===== src/rtl/urna_ctrl_pkg.sv =====
// Shared types and constants for the three-voter ballot controller.
package urna_pkg;

  localparam int N_VOTERS = 3;

  // Bit positions inside the 4-bit result word
  localparam int R_CNT_LO     = 0;
  localparam int R_CNT_HI     = 1;
  localparam int R_APPROVED   = 2;
  localparam int R_INCOMPLETE = 3;

  typedef enum logic [1:0] {
    IDLE,
    OPEN,
    TALLY,
    DONE
  } state_t;

endpackage


===== src/rtl/urna_ctrl_tally3.sv =====
// Combinational tally: yes count, approval and incompleteness flags.
module tally3
  import urna_pkg::*;
(
  input  logic [2:0] V,
  input  logic [2:0] voted,
  output logic [3:0] R
);

  logic [2:0] yes_votes;
  logic [1:0] yes_cnt;

  always_comb begin
    // Anyone who did not vote counts as not-yes
    yes_votes = V & voted;
    yes_cnt   = {1'b0, yes_votes[0]} + {1'b0, yes_votes[1]} + {1'b0, yes_votes[2]};
    R                       = '0;
    R[R_CNT_HI:R_CNT_LO]    = yes_cnt;
    R[R_APPROVED]           = yes_cnt[1];
    R[R_INCOMPLETE]         = ~&voted;
  end

endmodule


===== src/rtl/urna_ctrl.sv =====
// Voting-session controller: opens on start, collects one vote per voter,
// closes on full vote set or timeout, then publishes a registered tally.
module urna_ctrl
  import urna_pkg::*;
#(
  parameter int TIMEOUT_CYC = 16
) (
  input  logic       clk,
  input  logic       rst_n,
  input  logic       start,
  input  logic [2:0] vote_valid,
  input  logic [2:0] vote_yes,
  output logic [2:0] vote_ack,
  output logic [2:0] voted,
  output logic       busy,
  output logic       done,
  output logic [2:0] V,
  output logic [3:0] R
);

  localparam int TMR_W = (TIMEOUT_CYC > 1) ? $clog2(TIMEOUT_CYC) : 1;
  localparam logic [TMR_W-1:0] TMR_LAST = TMR_W'(TIMEOUT_CYC - 1);

  state_t           state_q, state_d;
  logic [TMR_W-1:0] timer_q, timer_d;
  logic [2:0]       voted_q, voted_d;
  logic [2:0]       v_q, v_d;
  logic [3:0]       r_q, r_d;
  logic [2:0]       ack_q, ack_d;
  logic [2:0]       accept;
  logic [3:0]       tally_r;

  tally3 u_tally (
    .V     (v_q),
    .voted (voted_q),
    .R     (tally_r)
  );

  always_comb begin
    state_d = state_q;
    timer_d = timer_q;
    voted_d = voted_q;
    v_d     = v_q;
    r_d     = r_q;
    ack_d   = '0;
    accept  = '0;
    case (state_q)
      IDLE: begin
        if (start) begin
          state_d = OPEN;
          voted_d = '0;
          v_d     = '0;
          timer_d = '0;
        end
      end
      OPEN: begin
        accept  = vote_valid & ~voted_q;
        voted_d = voted_q | accept;
        v_d     = (v_q & ~accept) | (vote_yes & accept);
        ack_d   = accept;
        timer_d = timer_q + 1'b1;
        // A vote landing on the final timeout cycle still completes the set
        if (&voted_d || timer_q == TMR_LAST) begin
          state_d = TALLY;
        end
      end
      TALLY: begin
        r_d     = tally_r;
        state_d = DONE;
      end
      DONE:    state_d = IDLE;
      default: state_d = IDLE;
    endcase
  end

  always_ff @(posedge clk) begin
    if (!rst_n) begin
      state_q <= IDLE;
      timer_q <= '0;
      voted_q <= '0;
      v_q     <= '0;
      r_q     <= '0;
      ack_q   <= '0;
    end else begin
      state_q <= state_d;
      timer_q <= timer_d;
      voted_q <= voted_d;
      v_q     <= v_d;
      r_q     <= r_d;
      ack_q   <= ack_d;
    end
  end

  assign vote_ack = ack_q;
  assign voted    = voted_q;
  assign V        = v_q;
  assign R        = r_q;
  assign busy     = (state_q == OPEN) || (state_q == TALLY);
  assign done     = (state_q == DONE);

endmodule

===== config.mk =====
export PLATFORM = sky130hd
export DESIGN_NAME = urna_ctrl
export DESIGN_NICKNAME = d
export VERILOG_FILES = /design/src/rtl/urna_ctrl_pkg.sv /design/src/rtl/urna_ctrl_tally3.sv /design/src/rtl/urna_ctrl.sv
export SDC_FILE = /design/constraint.sdc
export NUM_CORES = 1
export LEC_CHECK = 0
export CAP_MARGIN = 20
export CORE_ASPECT_RATIO = 0.75
export CORE_UTILIZATION = 45
export CTS_CLUSTER_SIZE = 30
export DETAILED_ROUTE_END_ITERATION = 12
export HOLD_SLACK_MARGIN = 0.05
export PLACE_DENSITY = 0.86
export SKIP_CTS_REPAIR_TIMING = 1
export SYNTH_ARGS = -nofsm -noshare
export SYNTH_HDL_FRONTEND = slang
export SYNTH_SLANG_ARGS = --single-unit
export TNS_END_PERCENT = 10

===== constraint.sdc =====
create_clock -name clk -period 3.63 [get_ports clk]
set_clock_uncertainty 0.15 [all_clocks]
set_input_delay 0.5445 -clock clk [delete_from_list [all_inputs] [get_ports clk]]
set_output_delay 0.5445 -clock clk [all_outputs]
set_load 0.02 [all_outputs]

# Yosys cells after proc, flatten, opt, wreduce, memory -nomap -nowiden
# Index checks and enable logic that the tools add are counted.
# Widths: inputs -> output; s select.
# op_classes
n_addsub,3
eq_ne,6
n_mux,8
n_bitwise,8
n_reduce_logical,10
# op_table
operator,n
$and 3x3->3,4
$pmux 3 s2,2
$pmux 2 s4,1
$pmux 4 s2,1
$not 3->3,2
$or 3x3->3,2
$reduce_and 2->1,3
$reduce_and 3->1,2
$add 4x1->4 const B,1
$eq 2x2->1 const B,2
$eq 4x4->1 const B,1
$mux 2,2
$mux 4,1
$ne 2x2->1 const B,2
$mux 3,1
$add 1x1->2,1
$add 2x1->2,1
$eq 2x1->1 const B,1
$logic_not 2->1,1
$logic_or 1x1->1,2
$reduce_bool 2->1,1
$logic_not 1->1,1
# word_totals
regBits,19
input_bits,9
output_inout_bits,15

# Logic depth before layout (Yosys ltp)
# Gate-level depths: netlist (run 1).
# logic_depth
word_depth,7
depth_mapped,8

# By module
# A second synthesis (run 1) with hierarchy kept.
# unflattened
cells_unflattened,92
hier_area_um2,867.1
# by_module_without_submodules
module,n_inst,cells_each,area_each_um2,seq_area_each_um2
urna_ctrl,1,86,815.8,380.4
tally3,1,6,51.3,0.0

# Worst setup path after synthesis (run 1)
# No wires, ideal clock.
# synth_path
kind,reg-to-reg
startpoint,register state_q[1]
endpoint,register voted_q[2] (netlist: voted[2])
setup_ns,0.133
arrival_ns,1.268
setup_slack_ns,2.079
path_stages_with_launch,9
path_buffers,2
path_cell_list,dfxtp_1 inv_1 ha_1 buf_6 mux2i_1 buf_2 inv_2 a21oi_1 nor2_1
# synth_between
elab_chain_len,3
elab_cells_between_ends,6
cone_classes,2 x eq/ne; 1 x mux; 3 x reduce/logical
# synth_lines
item,line,source
start: declaration,urna_ctrl.sv:24,"state_t state_q, state_d;"
start signal: assignment,urna_ctrl.sv:85,state_q <= state_d;
$eq 2x1->1 / $logic_not 2->1 (equally long branches),urna_ctrl.sv:47,case (state_q)
$reduce_bool 2->1 (no line) / $ne 2x2->1 (equally long branches),n/a,
$reduce_and 2->1 (no line),n/a,
end signal: assignment,urna_ctrl.sv:87,voted_q <= voted_d;
end: declaration,urna_ctrl.sv:26,"logic [2:0] voted_q, voted_d;"
# Parallel ways exist; a longest one is shown, timed or not.
# A chain may end at the register's enable or synchronous reset.

# Worst setup path in the final report (run 1)
# layout_path
startpoint,register state_q[0]
endpoint,output port busy
# layout_between
elab_chain_len,2
elab_cells_between_ends,3
cone_classes,2 x eq/ne; 1 x reduce/logical
# layout_lines
item,line,source
$eq 2x1->1 / $eq 2x2->1 (equally long branches),urna_ctrl.sv:98,assign busy = (state_q == OPEN) || (state_q == TALLY);
$logic_or 1x1->1 *,urna_ctrl.sv:98,
end: declaration,urna_ctrl.sv:15,"output logic busy,"
# Every way passes the cells marked *; elsewhere a longest branch is shown, timed or not.

==> results of run 1 <==
-- critical path: stages, from the launching register on --
cell,delay (ns)
dfxtp_1,0.41
inv_1,0.08
ha_1,0.30
clkdlybuf4s50_1,0.60
-- stage by stage --
step	instances	instance area, um2	utilization
2_1_floorplan	94	832	-
3_3_place_gp	135	1060	0.610
3_5_place_dp	135	1060	0.610
4_1_cts	139	1100	0.631
5_1_grt	139	1100	0.631
6_report	139	1100	0.631
-- state kept, by name, summed over array words and instances (netlist names) --
register and cells:
vote_ack 3, timer_q 4, voted 3, V 3, state_q 2, R 3
-- where the power goes --
| part | internal [mW] | switching, mW |
|---|---|---|
| Clock | 0.0612 | 0.0647 |
| Combinational | 0.141 | 0.194 |
| Sequential | 0.233 | 0.0309 |
-- Yosys cell counts, types with 2 or more instances --
library cell   n
nand2b_1       4
nor3_1         2
nand2_1        6
o21ai_0        3
o21ai_1        4
nor2_1        12
ha_1           5
nand3_1        2
mux2i_1        3
and2_1         3
a211oi_1       2
inv_1          2
a21oi_1       12
dfxtp_1       18
-- cells by family after synthesis --
logic type,Yosys count
mux,3
fa+ha+maj,6
flops,18
simple gates,33
buf+inv,8
compound gates,26
-- routing by layer --
metal	global-route usage	wire (um)	vias up	share of wire
li1	-	-	370	-
met1	0.251	832	344	0.49
met2	0.338	748	28	0.44
met3	0.0588	108	2	0.064
met4	0.0608	10	0	0.0059
met5	0	0	-	0
-- final cells by class --
type                            count  area share
Clock buffer                        4      0.0330
Inverter                            4      0.0137
Multi-Input combinational cell     68       0.391
Sequential cell                    18       0.328
Tap cell                           22      0.0251
Timing Repair Buffer               23       0.210
-- final timing paths --
check / depth (start not counted) / from / to / slack, ns
setup reg to reg: 5 / state_q[0]$_SDFFE_PN0P_ / V[2]$_SDFFE_PN0P_ / 1.58
hold reg to reg: 2 / timer_q[0]$_SDFFE_PN0P_ / timer_q[0]$_SDFFE_PN0P_ / 0.35
hold / removal: 2 / timer_q[0]$_SDFFE_PN0P_ / timer_q[0]$_SDFFE_PN0P_ / 0.35
setup / recovery: 3 / state_q[0]$_SDFFE_PN0P_ / busy / 1.24
-- placed cells by master, fill, tap and decap left out --
master / instances
and2_1: 3
nand4b_1: 1
o21ai_0: 3
a41oi_1: 1
nand3_1: 2
fa_1: 1
nand3b_1: 1
a211oi_1: 2
clkdlybuf4s50_1: 23
o211ai_2: 1
a21oi_1: 12
inv_1: 2
nor3_1: 2
or3_1: 1
mux2i_1: 3
dfxtp_1: 18
inv_2: 1
o21ai_1: 4
nand2b_1: 4
clkbuf_8: 1
nand2_1: 6
o22ai_1: 1
a32oi_1: 1
nor2b_1: 1
ha_1: 5
a41o_1: 1
nor2_1: 12
clkinv_1: 1
clkbuf_4: 3
==> key figures, run 1 <==
Outcome
  – Outcome: finished clean

Timing
  – Slew Limit Fails: 0
  – Slew headroom: 0.409
  – Worst hold margin: 0.346 ns
  – TNS Setup: 0 ns
  – Fmax: 0.418 GHz
  – Tcrit/Tclk final: 0.659
  – Final setup margin: 1.24 ns
  – Crit path time final: 2.39 ns
  – Final setup fails: 0
  – RSZ-0062 raised after global routing: false
  – Final hold violations: 0
  – Worst slew pin tran: 0.862 ns

Die
  – DIE HEIGHT: 39.2 um
  – Initial core utilization: 0.478
  – # IOs: 24
  – Die Wd: 51.7 um
  – Die area: 2030 um2
  – Core area: 1740 um2
  – Row cnt: 13

Clock network
  – Clock sink count: 18
  – CTS Buf Count: 3
  – CTS tree: yes
  – Clk root buf: clkbuf_4
  – Max clock buf depth: 2
  – Worst-path clk slew: 0.11 ns
  – Number of H-tree levels: 1
  – Latest clock arrival within the worst-skew pair: 0.30 ns

Synthesis
  – Area contributors post-synth: dfxtp_1 (43%), ha_1 (7.5%), a21oi_1 (7.2%)
  – Post-synth EDFFs: 0
  – Synth area leader: dfxtp_1
  – Post-synthesis cell count: 94
  – Ys flop type: dfxtp_1
  – Synth warn: 0
  – Share of flip-flops with an asynchronous set or reset: 0
  – Main combinational cell family by area after synthesis: simple AND/OR/NAND/NOR gates
  – Synth Register Bits: 18
  – Syn nets: 109
  – Synth Cell Area: 832 um2
  – Netlist cell types: 30
  – Synthesized-area fraction occupied by and/or/nand/nor cells: 0.192
  – Area share of the largest cell type after synthesis: 0.433
  – Seq/Total Area, Yosys: 0.433
  – Synth Area in Compound Gates: 0.188
  – Synth Area in XOR/XNOR: 0
  – Adder-Cell Fraction of Synth Area: 0.0992
  – Synthesized area per cell: 8.85 um2
  – Post-synthesis mux area share: 0.0361

Power and ir drop
  – Peak VDD IR: 0.000417 V
  – P_leak: 0.423 nW
  – P per Cell Area: 661 nW/um2
  – Tot Pwr: 726 uW

Placement
  – GP Congestion: 0.828
  – Post-DP HPWL: 1300 um
  – Number of port buffers: 23
  – Placement Setup Slack: 1.36 ns

Global route
  – First-pass GRT wire length: 2860 um
  – Pin count of the biggest net entering global routing: 13
  – Grt total ovfl: 0
  – Gr usage total: 0.201
  – Vias in the first global route: 645
  – Antenna violations before repair: 0

Finish
  – Seq. cell area: 360 um2
  – Fraction of layout cells with a size suffix above 1: 0.0513
  – Synth-to-layout area growth: 32.0%
  – Nets: 133
  – Area occupied by multi-input gates: 429 um2
  – N_diodes: 0
  – Fillers: 160

Run
  – Max Cap Viol: 0

Worst hold path
  – Worst min path class: reg2reg

Route
  – DRC: 0
  – Total vias in the final route: 744
  – Initial DRC Count: 17
  – Antenna-violating nets left: 0
  – DR vias/cell: 5.35
  – Routed WL: 1700 um
  – TritonRoute pass-1 iters: 4
  – Avg WL per Cell: 12.2 um

Setup path
  – Crit. End Element: output port
  – WS Path Type: reg2out
  – Critical Path RT: 2.94 ns
  – Crit-path max FO: 4
  – Worst EP arrival: 1.70 ns
  – CP startpoint kind: flop
(Power assumes the default switching activity.)
==> run 2: changes to the inputs <==
--- a/config.mk
+++ b/config.mk
@@ -7,11 +7,11 @@
 export LEC_CHECK = 0
 export CAP_MARGIN = 20
 export CORE_ASPECT_RATIO = 0.75
-export CORE_UTILIZATION = 45
+export CORE_UTILIZATION = 41
 export CTS_CLUSTER_SIZE = 30
 export DETAILED_ROUTE_END_ITERATION = 12
 export HOLD_SLACK_MARGIN = 0.05
-export PLACE_DENSITY = 0.86
+export PLACE_DENSITY = 0.83
 export SKIP_CTS_REPAIR_TIMING = 1
 export SYNTH_ARGS = -nofsm -noshare
 export SYNTH_HDL_FRONTEND = slang
==> constraint.sdc (replaced) <==
create_clock -name clk -period 2.1 [get_ports clk]
set_clock_uncertainty 0.15 [all_clocks]
set_input_delay 0.315 -clock clk [delete_from_list [all_inputs] [get_ports clk]]
set_output_delay 0.315 -clock clk [all_outputs]
set_load 0.02 [all_outputs]
==> key figures, run 2 (synthesized netlist as in run 1, its figures left out) <==
Finish
  – Finished Layout Cells: 142 (+2.2%)
  – Commonest cells after routing, fill and taps aside: clkdlybuf4s50_1 (22), dfxtp_1 (18), a21oi_1 (12), nor2_1 (12), nand2_1 (6)
  – Most flop-heavy register: timer_q
  – Synth-to-layout area growth: 35.0%
  – Max FFs per register: 4 (unchanged)
  – Nets: 136 (+2.3%)
  – Area occupied by multi-input gates: 429 um2 (unchanged)
  – Cell area after layout: 1120 um2 (+2.3%)
  – N_diodes: 0 (unchanged)
  – Seq. cell area: 360 um2 (unchanged)
  – Fraction of layout cells with a size suffix above 1: 0.0750 (+0.0237)
  – Fillers: 165 (+3.1%)
  – Commonest non-fill, non-tap cell in the layout: clkdlybuf4s50_1

Clock network
  – Max clock buf depth: 2 (unchanged)
  – Latest clock arrival within the worst-skew pair: 0.30 ns (about the same)
  – Clock sink count: 18 (unchanged)
  – CTS tree: yes
  – CTS Buf Count: 3 (unchanged)
  – Number of H-tree levels: 1 (unchanged)
  – Clk root buf: clkbuf_4
  – Worst-path clk slew: 0.11 ns (about the same)

Die
  – Row cnt: 13 (unchanged)
  – Die Wd: 54.0 um (+4.6%)
  – Initial core utilization: 0.457 (-0.0213)
  – # IOs: 24 (unchanged)
  – Core area: 1820 um2 (+4.7%)
  – DIE HEIGHT: 41.0 um (+4.5%)
  – Die area: 2220 um2 (+9.3%)

Placement
  – Number of port buffers: 23 (unchanged)
  – GP Congestion: 0.797 (-3.7%)
  – Post-DP HPWL: 1430 um (+9.7%)
  – Number of placed cells counting well taps: 138 (+2.2%)
  – Post-DP Area: 1080 um2 (+2.1%)

Timing
  – Worst slew pin tran: 0.362 ns (-0.499 ns)
  – Tcrit/Tclk final: 0.924
  – Final hold violations: 0 (unchanged)
  – Crit path time final: 1.94 ns
  – Final setup fails: 0 (unchanged)
  – RSZ-0062 raised after global routing: false
  – Slew Limit Fails: 0 (unchanged)
  – Slew headroom: 0.758 (+0.349)
  – Fmax: 0.515 GHz

Setup path
  – CP startpoint kind: flop
  – Crit. End Element: output port
  – Worst EP arrival: 1.48 ns (-0.22 ns)
  – Critical Path RT: 1.63 ns (-1.31 ns)
  – WS Path Type: reg2out
  – Crit-path max FO: 4 (unchanged)

Route
  – Antenna-violating nets left: 0 (unchanged)
  – TritonRoute pass-1 iters: 4 (unchanged)
  – DR vias/cell: 5.36 (+0.12%)
  – Avg WL per Cell: 13.1 um (+7.4%)
  – Routed WL: 1870 um (+9.7%)
  – DRC: 0 (unchanged)
  – Total vias in the final route: 761 (+2.3%)
  – Initial DRC Count: 8 (-9)

Global route
  – GR peak layer: met2
  – Grt total ovfl: 0 (unchanged)
  – Met1 Track Usage GR: 0.244 (-0.00609)
  – Pin count of the biggest net entering global routing: 11 (-2)
  – Vias in the first global route: 664 (+2.9%)
  – GR Util met3: 0.0704 (+0.0115)
  – Met2 capacity usage during global routing: 0.299 (-0.0383)
  – Antenna violations before repair: 0 (unchanged)
  – First-pass GRT wire length: 2840 um (-0.49%)
  – Gr usage total: 0.187 (-0.0141)

Power and ir drop
  – Peak VDD IR: 0.00111 V (+170%)
  – P per Cell Area: 1160 nW/um2 (+76%)
  – P_leak: 0.450 nW (+6.4%)

Outcome
  – Outcome: finished clean

Worst hold path
  – Worst min path class: reg2reg

Run
  – Max Cap Viol: 0 (unchanged)
run 2: path summary, 6_finish.rpt:
check	startpoint	to	slack [ns]	cells past startpoint
setup / recovery	state_q[0]$_SDFFE_PN0P_	done	0.16	2
setup reg to reg	state_q[1]$_SDFFE_PN0P_	timer_q[3]$_SDFFE_PN0P_	0.38	5
hold / removal	timer_q[3]$_SDFFE_PN0P_	timer_q[3]$_SDFFE_PN0P_	0.35	2
hold reg to reg	timer_q[3]$_SDFFE_PN0P_	timer_q[3]$_SDFFE_PN0P_	0.35	2
run 2: metrics by stage:
| stage | power [mW] | hold WS [ns] | util | setup TNS (ns) | setup slack [ns] |
|---|---|---|---|---|---|
| global placement | 1.07 | 0.322 | 0.595 | 0 | 0.329 |
| global route | 1.38 | 0.370 | 0.617 | 0 | 0.0973 |
| floorplan | 0.881 | 0.301 | - | 0 | 0.549 |
| finish | 1.30 | 0.349 | 0.617 | 0 | 0.160 |
| CTS | 1.31 | 0.350 | 0.615 | -0.0659 | -0.0659 |
| detailed placement | 1.09 | 0.332 | 0.595 | 0 | 0.299 |
run 2: layout make-up:
| type | count | area share |
|---|---|---|
| Multi-Input combinational cell | 68 | 0.382 |
| Sequential cell | 18 | 0.321 |
| Timing Repair Buffer | 26 | 0.227 |
| Clock buffer | 4 | 0.0323 |
| Tap cell | 22 | 0.0245 |
| Inverter | 4 | 0.0134 |
run 2: worst max-delay path, stage by stage (launching register included):
cell             delay (ns)
dfxtp_1                0.41
ha_1                   0.17
clkdlybuf4s50_1        0.59
run 2: report_power, final:
group / internal (mW) / total, mW / switching, mW
logic: 0.275 / 0.626 / 0.351
registers: 0.403 / 0.457 / 0.0534
clock network: 0.106 / 0.222 / 0.116
total: 0.784 / 1.30 / 0.520
run 2: routing by layer:
metal / vias up / share of wire
met5: - / 0
met4: 0 / 0
met3: 0 / 0.073
met2: 25 / 0.43
met1: 358 / 0.49
li1: 378 / -
==> run 3: changes to the inputs <==
--- a/config.mk
+++ b/config.mk
@@ -7,11 +7,11 @@
 export LEC_CHECK = 0
 export CAP_MARGIN = 20
 export CORE_ASPECT_RATIO = 0.75
-export CORE_UTILIZATION = 41
+export CORE_UTILIZATION = 45
 export CTS_CLUSTER_SIZE = 30
 export DETAILED_ROUTE_END_ITERATION = 12
 export HOLD_SLACK_MARGIN = 0.05
-export PLACE_DENSITY = 0.83
+export PLACE_DENSITY = 0.86
 export SKIP_CTS_REPAIR_TIMING = 1
 export SYNTH_ARGS = -nofsm -noshare
 export SYNTH_HDL_FRONTEND = slang
==> constraint.sdc (replaced) <==
create_clock -name clk -period 1.8 [get_ports clk]
set_clock_uncertainty 0.15 [all_clocks]
set_input_delay 0.27 -clock clk [delete_from_list [all_inputs] [get_ports clk]]
set_output_delay 0.27 -clock clk [all_outputs]
set_load 0.02 [all_outputs]
==> key figures, run 3 (synthesized netlist as in run 1, its figures left out) <==
Setup path
  – R2r worst-path depth: 7 (+2)
  – Reg2reg start: state_q[1]$_SDFFE_PN0P_
  – CP startpoint kind: flop
  – Crit-path max FO: 3 (-1)
  – Crit path buffers/inverters: 2 (+1)
  – Critical Path RT: 1.38 ns (-0.25 ns)
  – Crit. End Element: output port
  – Slowest cell on the critical path: dfxtp_1
  – CP peak stage delay: 0.38 ns (-0.21 ns)
  – Crit-path leading delay family: flip-flops
  – Reg2reg setup slack: 0.12 ns (-0.26 ns)
  – Reg-to-Reg End: voted[2]$_SDFFE_PN0P_
  – Worst EP arrival: 1.28 ns (-0.20 ns)
  – Crit-path cells: inv_1 > ha_1 > dlymetal6s2s_1
  – WS Path Type: reg2out

Clock network
  – Clk root buf: clkbuf_4
  – Number of H-tree levels: 1 (unchanged)
  – Worst-path clk slew: 0.11 ns (about the same)
  – Max clock buf depth: 2 (unchanged)
  – CTS tree: yes
  – CTS Buf Count: 3 (unchanged)
  – Latest clock arrival within the worst-skew pair: 0.30 ns (about the same)
  – Clock sink count: 18 (unchanged)

Die
  – DIE HEIGHT: 39.2 um (-4.3%)
  – Initial core utilization: 0.478 (+0.0213)
  – Die area: 2030 um2 (-8.5%)
  – # IOs: 24 (unchanged)
  – Die Wd: 51.7 um (-4.4%)
  – Core area: 1740 um2 (-4.5%)
  – Row cnt: 13 (unchanged)

Timing
  – Final hold violations: 0 (unchanged)
  – Slew headroom: 0.807 (+0.0489)
  – Tcrit/Tclk final: 0.947
  – Fmax: 0.587 GHz
  – Slew Limit Fails: 0 (unchanged)
  – RSZ-0062 raised after global routing: false
  – TNS Setup: 0 ns (unchanged)
  – Worst slew pin tran: 0.281 ns (-0.0814 ns)
  – Worst hold margin: 0.346 ns (-0.00306 ns)
  – Crit path time final: 1.70 ns
  – Final setup fails: 0 (unchanged)
  – Final setup margin: 0.0952 ns (-0.0645 ns)

Finish
  – Util after Layout: 0.673 (+0.0561)
  – Most flop-heavy register: timer_q
  – Area occupied by multi-input gates: 429 um2 (unchanged)
  – Max FFs per register: 4 (unchanged)
  – Nets: 141 (+3.7%)
  – Fillers: 142 (-14%)
  – Synth-to-layout area growth: 40.8%
  – Fraction of layout cells with a size suffix above 1: 0.112 (+0.0370)
  – Finished Layout Cells: 147 (+3.5%)
  – Seq. cell area: 360 um2 (unchanged)
  – N_diodes: 0 (unchanged)
  – Commonest cells after routing, fill and taps aside: dfxtp_1 (18), clkdlybuf4s50_1 (18), a21oi_1 (12), nor2_1 (12), buf_4 (8)
  – Cell area after layout: 1170 um2 (+4.2%)

Placement
  – Placement Setup Slack: 0.0642 ns (-0.235 ns)
  – Number of port buffers: 23 (unchanged)
  – Post-DP Area: 1120 um2 (+3.5%)
  – Post-DP HPWL: 1450 um (+1.2%)
  – Number of placed cells counting well taps: 143 (+3.6%)
  – GP Congestion: 0.802 (+0.55%)

Worst hold path
  – Worst min path class: in2reg
  – Hold endpoint: V[2]$_SDFFE_PN0P_
  – Hold path depth: 3 (+1)
  – Worst hold start: vote_yes[2]

Route
  – DRC: 0 (unchanged)
  – Routed WL: 1910 um (+2.6%)
  – Total vias in the final route: 781 (+2.6%)
  – DR vias/cell: 5.31 (-0.86%)
  – Initial DRC Count: 16 (+8)
  – Avg WL per Cell: 13.0 um (-0.92%)
  – Antenna-violating nets left: 0 (unchanged)
  – TritonRoute pass-1 iters: 4 (unchanged)

Global route
  – Pin count of the biggest net entering global routing: 11 (unchanged)
  – Antenna violations before repair: 0 (unchanged)
  – Gr usage total: 0.205 (+0.0175)
  – Grt total ovfl: 0 (unchanged)
  – Vias in the first global route: 693 (+4.4%)
  – First-pass GRT wire length: 2960 um (+4.2%)

Power and ir drop
  – P per Cell Area: 1330 nW/um2 (+15%)
  – Tot Pwr: 1.56 mW (+20%)
  – P_leak: 0.546 nW (+21%)
  – Peak VDD IR: 0.00102 V (-8.6%)

Run
  – Max Cap Viol: 0 (unchanged)

Outcome
  – Outcome: finished clean
run 3: cell count changes in the layout (fill, tap and decap cells not counted):
cell / previous run / this run
clkdlybuf4s50_1: 22 / 18
buf_4: 3 / 8
dlymetal6s2s_1: 1 / 5
run 3: worst register-to-register path, cell delays in order, from the launching register on:
cell and delay (ns):
dfxtp_1 0.35, inv_1 0.10, ha_1 0.23, mux2i_1 0.32, buf_4 0.22, inv_2 0.03, a21oi_1 0.12, nor2_1 0.06
run 3: how the worst max path moves through the flow:
stage / startpoint / endpoint / slack, ns / cells past startpoint
CTS: state_q[1]$_SDFFE_PN0P_ / busy / -0.29 / 3
detailed placement: state_q[1]$_SDFFE_PN0P_ / busy / 0.06 / 3
finish: state_q[1]$_SDFFE_PN0P_ / busy / 0.1 / 3
global placement: state_q[1]$_SDFFE_PN0P_ / busy / 0.10 / 3
floorplan: state_q[1]$_SDFFE_PN0P_ / voted[2]$_SDFFE_PN0P_ / 0.25 / 8
global route: state_q[1]$_SDFFE_PN0P_ / busy / 0.03 / 3
run 3: where the power goes:
group	internal (mW)	switching, mW
sequential	0.471	0.0548
combinational	0.347	0.427
clock	0.123	0.135
run 3: area by class of cell:
type | count | share of cell area
clock buffers | 4 | 0.0310
inverters | 4 | 0.0128
multi-input cells | 68 | 0.366
flip-flops and latches | 18 | 0.308
well taps | 22 | 0.0235
repair buffers | 31 | 0.259
run 3: routing by layer:
| layer | track usage | wire length [um] |
|---|---|---|
| met1 | 0.248 | 879 |
| met4 | 0.0473 | 0 |
| met5 | 0 | 0 |
| met2 | 0.354 | 899 |
| met3 | 0.0667 | 133 |
